### src/rtl/pipeline_debug_controller_if.sv
// Debug-controller signal bundle.
// Groups the command handshake, pipeline enable/halt, register-bank debug
// read port, TX byte stream and debug observables of the pipeline debug
// controller.
//   master : the controller (drives o_* signals, samples i_* signals)
//   slave  : the surrounding system (command decoder, pipeline, bank, UART TX)
interface pipeline_debug_controller_if #(
  parameter int len                  = 32,
  parameter int NB_address_registros = 5,
  parameter int NB_CMD               = 2,
  parameter int NB_BYTE              = 8
) ();
  logic                            i_cmd_valid;
  logic [NB_CMD-1:0]               i_cmd;
  logic                            o_cmd_ready;
  logic                            i_halt;
  logic                            o_pipe_enable;
  logic [NB_address_registros-1:0] o_reg_rd_addr;
  logic [len-1:0]                  i_reg_rd_data;
  logic [NB_BYTE-1:0]              o_tx_data;
  logic                            o_tx_valid;
  logic                            i_tx_ready;
  logic [len-1:0]                  o_cycle_count;
  logic [2:0]                      o_state;

  modport master (
    input  i_cmd_valid, i_cmd, i_halt, i_reg_rd_data, i_tx_ready,
    output o_cmd_ready, o_pipe_enable, o_reg_rd_addr, o_tx_data, o_tx_valid,
           o_cycle_count, o_state
  );

  modport slave (
    output i_cmd_valid, i_cmd, i_halt, i_reg_rd_data, i_tx_ready,
    input  o_cmd_ready, o_pipe_enable, o_reg_rd_addr, o_tx_data, o_tx_valid,
           o_cycle_count, o_state
  );
endinterface

### src/rtl/pipeline_debug_controller.sv
// Pipeline debug controller.
// Sequences a 5-stage MIPS pipeline (free-run, single-step, halt when a HALT
// instruction retires), counts enabled cycles, and dumps the register bank
// followed by the cycle counter as an MSB-first byte stream.
// Ports:
//   i_clk, i_rst : clock, synchronous active-high reset
//   dbg (master) : command handshake (i_cmd_valid/i_cmd/o_cmd_ready),
//                  i_halt, o_pipe_enable, register read port
//                  (o_reg_rd_addr/i_reg_rd_data), TX stream
//                  (o_tx_data/o_tx_valid/i_tx_ready), o_cycle_count, o_state
// Handshakes: a transfer happens on a rising edge where valid && ready are
// both high. A producer holding valid keeps its data stable until that edge;
// ready may be driven combinationally and never depends on the other side's
// valid. Commands are only ready in IDLE and HALTED; elsewhere they wait.
module pipeline_debug_controller #(
  parameter int len                  = 32,
  parameter int cantidad_registros   = 32,
  parameter int NB_address_registros = 5,
  parameter int NB_CMD               = 2,
  parameter int NB_BYTE              = 8
) (
  input logic                    i_clk,
  input logic                    i_rst,
  pipeline_debug_controller_if.master dbg
);
  localparam logic [2:0] S_IDLE      = 3'd0;
  localparam logic [2:0] S_RUN       = 3'd1;
  localparam logic [2:0] S_STEP      = 3'd2;
  localparam logic [2:0] S_HALTED    = 3'd3;
  localparam logic [2:0] S_DUMP_ADDR = 3'd4;
  localparam logic [2:0] S_DUMP_WAIT = 3'd5;
  localparam logic [2:0] S_DUMP_SEND = 3'd6;

  localparam logic [NB_CMD-1:0] CMD_RUN   = NB_CMD'(0);
  localparam logic [NB_CMD-1:0] CMD_STEP  = NB_CMD'(1);
  localparam logic [NB_CMD-1:0] CMD_DUMP  = NB_CMD'(2);
  localparam logic [NB_CMD-1:0] CMD_CLEAR = NB_CMD'(3);

  localparam int BYTES_PER_WORD = len / NB_BYTE;
  localparam int BCW            = (BYTES_PER_WORD > 1) ? $clog2(BYTES_PER_WORD) : 1;
  localparam int IDXW           = $clog2(cantidad_registros + 1);
  // Index value cantidad_registros stands for the trailing cycle-count word.
  localparam logic [IDXW-1:0] IDX_COUNT = IDXW'(cantidad_registros);
  localparam logic [BCW-1:0]  LAST_BYTE = BCW'(BYTES_PER_WORD - 1);

  logic [2:0]                      state;
  logic [2:0]                      ret_state;
  logic [IDXW-1:0]                 idx;
  logic [BCW-1:0]                  byte_cnt;
  logic [len-1:0]                  shift_reg;
  logic [len-1:0]                  cycle_count;
  logic [NB_address_registros-1:0] reg_rd_addr;

  logic cmd_ready;
  logic cmd_fire;
  logic pipe_enable;
  logic tx_valid;

  assign cmd_ready   = (state == S_IDLE) || (state == S_HALTED);
  assign cmd_fire    = dbg.i_cmd_valid && cmd_ready;
  // The cycle in which HALT retires is itself not enabled, so nothing behind
  // it advances; a single step always gets its one enabled cycle.
  assign pipe_enable = ((state == S_RUN) && !dbg.i_halt) || (state == S_STEP);
  assign tx_valid    = (state == S_DUMP_SEND);

  always_ff @(posedge i_clk) begin
    if (i_rst) begin
      state       <= S_IDLE;
      ret_state   <= S_IDLE;
      idx         <= '0;
      byte_cnt    <= '0;
      shift_reg   <= '0;
      cycle_count <= '0;
      reg_rd_addr <= '0;
    end else begin
      if (pipe_enable) cycle_count <= cycle_count + len'(1);

      case (state)
        S_IDLE: begin
          if (cmd_fire) begin
            case (dbg.i_cmd)
              CMD_RUN:   state <= S_RUN;
              CMD_STEP:  state <= S_STEP;
              CMD_DUMP: begin
                state     <= S_DUMP_ADDR;
                idx       <= '0;
                ret_state <= S_IDLE;
              end
              CMD_CLEAR: cycle_count <= '0;
            endcase
          end
        end

        S_RUN: begin
          if (dbg.i_halt) state <= S_HALTED;
        end

        S_STEP: begin
          state <= dbg.i_halt ? S_HALTED : S_IDLE;
        end

        S_HALTED: begin
          // RUN and STEP are consumed but have no effect once halted.
          if (cmd_fire) begin
            if (dbg.i_cmd == CMD_DUMP) begin
              state     <= S_DUMP_ADDR;
              idx       <= '0;
              ret_state <= S_HALTED;
            end else if (dbg.i_cmd == CMD_CLEAR) begin
              cycle_count <= '0;
              state       <= S_IDLE;
            end
          end
        end

        S_DUMP_ADDR: begin
          if (idx != IDX_COUNT) reg_rd_addr <= idx[NB_address_registros-1:0];
          state <= S_DUMP_WAIT;
        end

        S_DUMP_WAIT: begin
          shift_reg <= (idx == IDX_COUNT) ? cycle_count : dbg.i_reg_rd_data;
          byte_cnt  <= '0;
          state     <= S_DUMP_SEND;
        end

        S_DUMP_SEND: begin
          if (dbg.i_tx_ready) begin
            shift_reg <= shift_reg << NB_BYTE;
            byte_cnt  <= byte_cnt + BCW'(1);
            if (byte_cnt == LAST_BYTE) begin
              if (idx == IDX_COUNT) begin
                state <= ret_state;
              end else begin
                idx   <= idx + IDXW'(1);
                state <= S_DUMP_ADDR;
              end
            end
          end
        end

        default: state <= S_IDLE;
      endcase
    end
  end

  assign dbg.o_cmd_ready   = cmd_ready;
  assign dbg.o_pipe_enable = pipe_enable;
  assign dbg.o_reg_rd_addr = reg_rd_addr;
  assign dbg.o_tx_data     = shift_reg[len-1 -: NB_BYTE];
  assign dbg.o_tx_valid    = tx_valid;
  assign dbg.o_cycle_count = cycle_count;
  assign dbg.o_state       = state;
endmodule
### src/flat_wrapper.sv
// flat-port wrapper written by rule: the top's interface ports become plain ports
module pipeline_debug_controller_flat 
#(
  parameter int len                  = 32,
  parameter int cantidad_registros   = 32,
  parameter int NB_address_registros = 5,
  parameter int NB_CMD               = 2,
  parameter int NB_BYTE              = 8
)
  (i_clk, i_rst, dbg_i_cmd_valid, dbg_i_cmd, dbg_i_halt, dbg_i_reg_rd_data, dbg_i_tx_ready, dbg_o_cmd_ready, dbg_o_pipe_enable, dbg_o_reg_rd_addr, dbg_o_tx_data, dbg_o_tx_valid, dbg_o_cycle_count, dbg_o_state);
  pipeline_debug_controller_if #(.len(len), .NB_address_registros(NB_address_registros), .NB_CMD(NB_CMD), .NB_BYTE(NB_BYTE)) dbg_i ();
  input logic i_clk;
  input logic i_rst;
  input wire logic [$bits(dbg_i.i_cmd_valid)-1:0] dbg_i_cmd_valid;
  input wire logic [$bits(dbg_i.i_cmd)-1:0] dbg_i_cmd;
  input wire logic [$bits(dbg_i.i_halt)-1:0] dbg_i_halt;
  input wire logic [$bits(dbg_i.i_reg_rd_data)-1:0] dbg_i_reg_rd_data;
  input wire logic [$bits(dbg_i.i_tx_ready)-1:0] dbg_i_tx_ready;
  output wire logic [$bits(dbg_i.o_cmd_ready)-1:0] dbg_o_cmd_ready;
  output wire logic [$bits(dbg_i.o_pipe_enable)-1:0] dbg_o_pipe_enable;
  output wire logic [$bits(dbg_i.o_reg_rd_addr)-1:0] dbg_o_reg_rd_addr;
  output wire logic [$bits(dbg_i.o_tx_data)-1:0] dbg_o_tx_data;
  output wire logic [$bits(dbg_i.o_tx_valid)-1:0] dbg_o_tx_valid;
  output wire logic [$bits(dbg_i.o_cycle_count)-1:0] dbg_o_cycle_count;
  output wire logic [$bits(dbg_i.o_state)-1:0] dbg_o_state;
  assign dbg_i.i_cmd_valid = dbg_i_cmd_valid;
  assign dbg_i.i_cmd = dbg_i_cmd;
  assign dbg_i.i_halt = dbg_i_halt;
  assign dbg_i.i_reg_rd_data = dbg_i_reg_rd_data;
  assign dbg_i.i_tx_ready = dbg_i_tx_ready;
  assign dbg_o_cmd_ready = dbg_i.o_cmd_ready;
  assign dbg_o_pipe_enable = dbg_i.o_pipe_enable;
  assign dbg_o_reg_rd_addr = dbg_i.o_reg_rd_addr;
  assign dbg_o_tx_data = dbg_i.o_tx_data;
  assign dbg_o_tx_valid = dbg_i.o_tx_valid;
  assign dbg_o_cycle_count = dbg_i.o_cycle_count;
  assign dbg_o_state = dbg_i.o_state;
  pipeline_debug_controller #(.len(len), .cantidad_registros(cantidad_registros), .NB_address_registros(NB_address_registros), .NB_CMD(NB_CMD), .NB_BYTE(NB_BYTE)) u_core (.i_clk(i_clk), .i_rst(i_rst), .dbg(dbg_i));
endmodule
### config.mk
export PLATFORM = sky130hd
export DESIGN_NAME = pipeline_debug_controller_flat
export DESIGN_NICKNAME = d
export VERILOG_FILES = /design/src/rtl/pipeline_debug_controller_if.sv /design/src/rtl/pipeline_debug_controller.sv /design/src/flat_wrapper.sv
export SDC_FILE = /design/constraint.sdc
export NUM_CORES = 1
export LEC_CHECK = 0
export ABC_AREA = 1
export BUFFER_PORTS_ARGS = -buffer_cell sky130_fd_sc_hd__buf_2
export CORE_MARGIN = 2
export CORE_UTILIZATION = 47
export DETAILED_ROUTE_END_ITERATION = 10
export GPL_TIMING_DRIVEN = 0
export HOLD_SLACK_MARGIN = 0.06
export PLACE_DENSITY = 0.7
export SYNTH_ARGS = -nofsm -noshare
export SYNTH_HDL_FRONTEND = slang
export SYNTH_SLANG_ARGS = --single-unit
### constraint.sdc
create_clock -name i_clk -period 3 [get_ports i_clk]
set_input_delay 0.9 -clock i_clk [delete_from_list [all_inputs] [get_ports i_clk]]
set_output_delay 0.9 -clock i_clk [all_outputs]
set_load 0.005 [all_outputs]
==> run metrics <==
layout net count 855; full die area 10600 um^2; max_cap viols 0; R2R depth 9; CTS root buffer clkbuf_8; DR vias/cell 5.14; sequential share of the synthesized area 0.353; share of layout cells above drive strength 1 0.196; hold path startpoint u_core.dbg.o_reg_rd_addr[2]; Slew Viols, Final 0; EDFF count, synth 0; Fillers 1044; Post-Syn Area per Cell 6.49 um^2; Synth Instances 708; TritonCTS buffer count 9; vias in the first global route 4530; gr ovfl total 0; post-route ant nets 0; clock sinks 81; standard-cell row count 36; clk_lat worst skew 360 ps; clk_skew 7.59 ps; peak supply drop 357 uV; Starting Density 0.477; Worst-path clk slew 80 ps; worst rel slew slack 0.591; Leak 2.15 nW; RSZ-0062 raised after global routing no; min cycle time layout 2700 ps; final setup fails 0; CP Launch Type primary input; CTS tree built; synthesis-stage register bit count 81; per-cell routed wire length 14.3 um; critical setup path kind primary input to output pin; FF-to-FF Start u_core.idx[0]; Post-Syn Nets 756; Pwr Total 3.03 mW; CP Capture Type output pin; final design utilization 0.564; first-pass GRT wire length 21.8 mm; final hold vios 0; TNS Setup 0 ps; worst-path fanout max 10; clk buf depth 2; cells resized by post-CTS repair 0; Area Overhead vs Synth 18.2%; GR Util All Layers 0.268; Hold Path Sink u_core.dbg.o_reg_rd_addr[2]; DR DRC count 0; PwrDens 558 nW/um^2; largest net degree at the start of global routing 14; H-tree depth 3; Antenna Cells 0; cell area after layout 5430 um^2; Critical Path AT 1800 ps; Ys Warns 0; drt pass-1 iters 5; fin crit share 0.900; Die Height 103 um; placed cell area 5200 um^2; # hold bufs at CTS 0; port bufs 88; worst reg2reg path endpoint u_core.shift_reg[16]; r2r setup slk 1250 ps; Cell variety after synth 33; DP HPWL 10.6 mm; hold slack 460 ps; CP Data Required Time 2100 ps; Hold Crit Class register to register; measured slew at the worst slew-check pin 614 ps; fraction of registers with async set/reset 0; Post-CTS Setup Inserts 0; Via Count 4853; hold path depth 2; ys flop type dfxtp_1; Synth Cell Area 4600 um^2; Fmax achieved 0.370 GHz; core area 9640 um^2; I/O pin count 90; starting DRC count in detailed routing 291; status completed; final WL 13.5 mm; DIE WIDTH 103 um; initial antenna violation count 0; routability cong. 0.974
-- placed cells by master (no fill, tap or decap), drive strengths merged --
master | Yosys | layout
inv | 54 | 54
a21oi | 60 | 60
clkbuf | 6 | 17
or2 | 1 | 1
dfxtp | 81 | 81
nand3 | 32 | 32
ha | 9 | 9
clkinvlp | 0 | 1
xnor2 | 4 | 4
o21bai | 1 | 1
a21boi | 2 | 2
nor3 | 7 | 7
nor2 | 109 | 109
o211ai | 22 | 22
xor2 | 9 | 9
nand3b | 3 | 3
buf | 31 | 119
and2 | 2 | 2
o21ai | 49 | 49
bufinv | 0 | 2
nand2 | 220 | 220
nand4 | 6 | 6
clkinv | 0 | 2
-- cell families (layout without fill, tap and decap cells) --
family | Yosys count | count (layout) | share of synthesized area
DFF | 81 | 81 | 0.353
and+or+nand+nor | 380 | 380 | 0.346
AOI/OAI and AO/OA | 134 | 134 | 0.160
xor gates and xnor gates | 13 | 13 | 0.0248
buffers and inverters | 91 | 195 | 0.0920
adders and majority gates | 9 | 9 | 0.0245
-- cell usage after synthesis, types with 2 or more instances --
master	number	area (um^2)
ha_1	9	113
and2_1	2	12.5
nand2_2	3	18.8
nand3b_1	3	22.5
nand3_1	26	130
clkbuf_1	6	22.5
nor2_1	104	390
nand2_1	216	811
nand3_2	5	50.1
buf_2	14	70.1
inv_2	7	26.3
o21ai_0	39	195
nand4_1	6	37.5
o21ai_1	10	50.1
nor3_1	5	25.0
o211ai_1	22	165
inv_1	47	176
a21oi_1	60	300
nor3_2	2	20.0
nor2_2	4	25.0
buf_4	15	113
dfxtp_1	81	1620
xnor2_1	4	35.0
xor2_1	9	78.8
-- metal layers --
layer	vias to the layer above	track usage	share of wire
li1	2477	-	-
met1	2184	0.355	0.45
met2	168	0.445	0.47
met3	24	0.0461	0.056
met4	0	0.0870	0.020
met5	-	0	0
-- worst max-delay path, stage by stage --
cell,delay [ps]
buf_2,90
inv_1,80
nand3_2,130
nand2_4,170
buf_2,260
buf_2,150
-- per-stage QoR --
stage	std cells	setup WS (ps)
detailed placement	929	300
global route	945	243
CTS	945	299
finish	945	300
global placement	929	311
floorplan	708	710
-- how the worst max path moves through the flow --
stage / slack (ps) / cells after the start / end / from
after CTS: 300 / 6 / dbg_o_pipe_enable / dbg_i_halt
after global routing: 240 / 6 / dbg_o_pipe_enable / dbg_i_halt
after floorplan: 710 / 4 / dbg_o_pipe_enable / dbg_i_halt
after detailed placement: 300 / 6 / dbg_o_pipe_enable / dbg_i_halt
final: 300 / 6 / dbg_o_pipe_enable / dbg_i_halt
after global placement: 310 / 6 / dbg_o_pipe_enable / dbg_i_halt
-- where the power goes --
group | internal (mW) | switching, mW
clock network | 0.512 | 0.417
logic | 0.307 | 0.523
registers | 1.17 | 0.0994
-- area by class of cell --
type,instances,area [um^2],share of cell area
multi-input cells,536,2550,0.470
flip-flops and latches,81,1620,0.298
repair buffers,88,440,0.0811
plain buffers,37,220,0.0405
inverters,54,203,0.0373
well taps,133,166,0.0306
clock buffers,11,151,0.0279
clock inverters,5,77.6,0.0143
No activity file was read; power rests on OpenSTA's default activity.
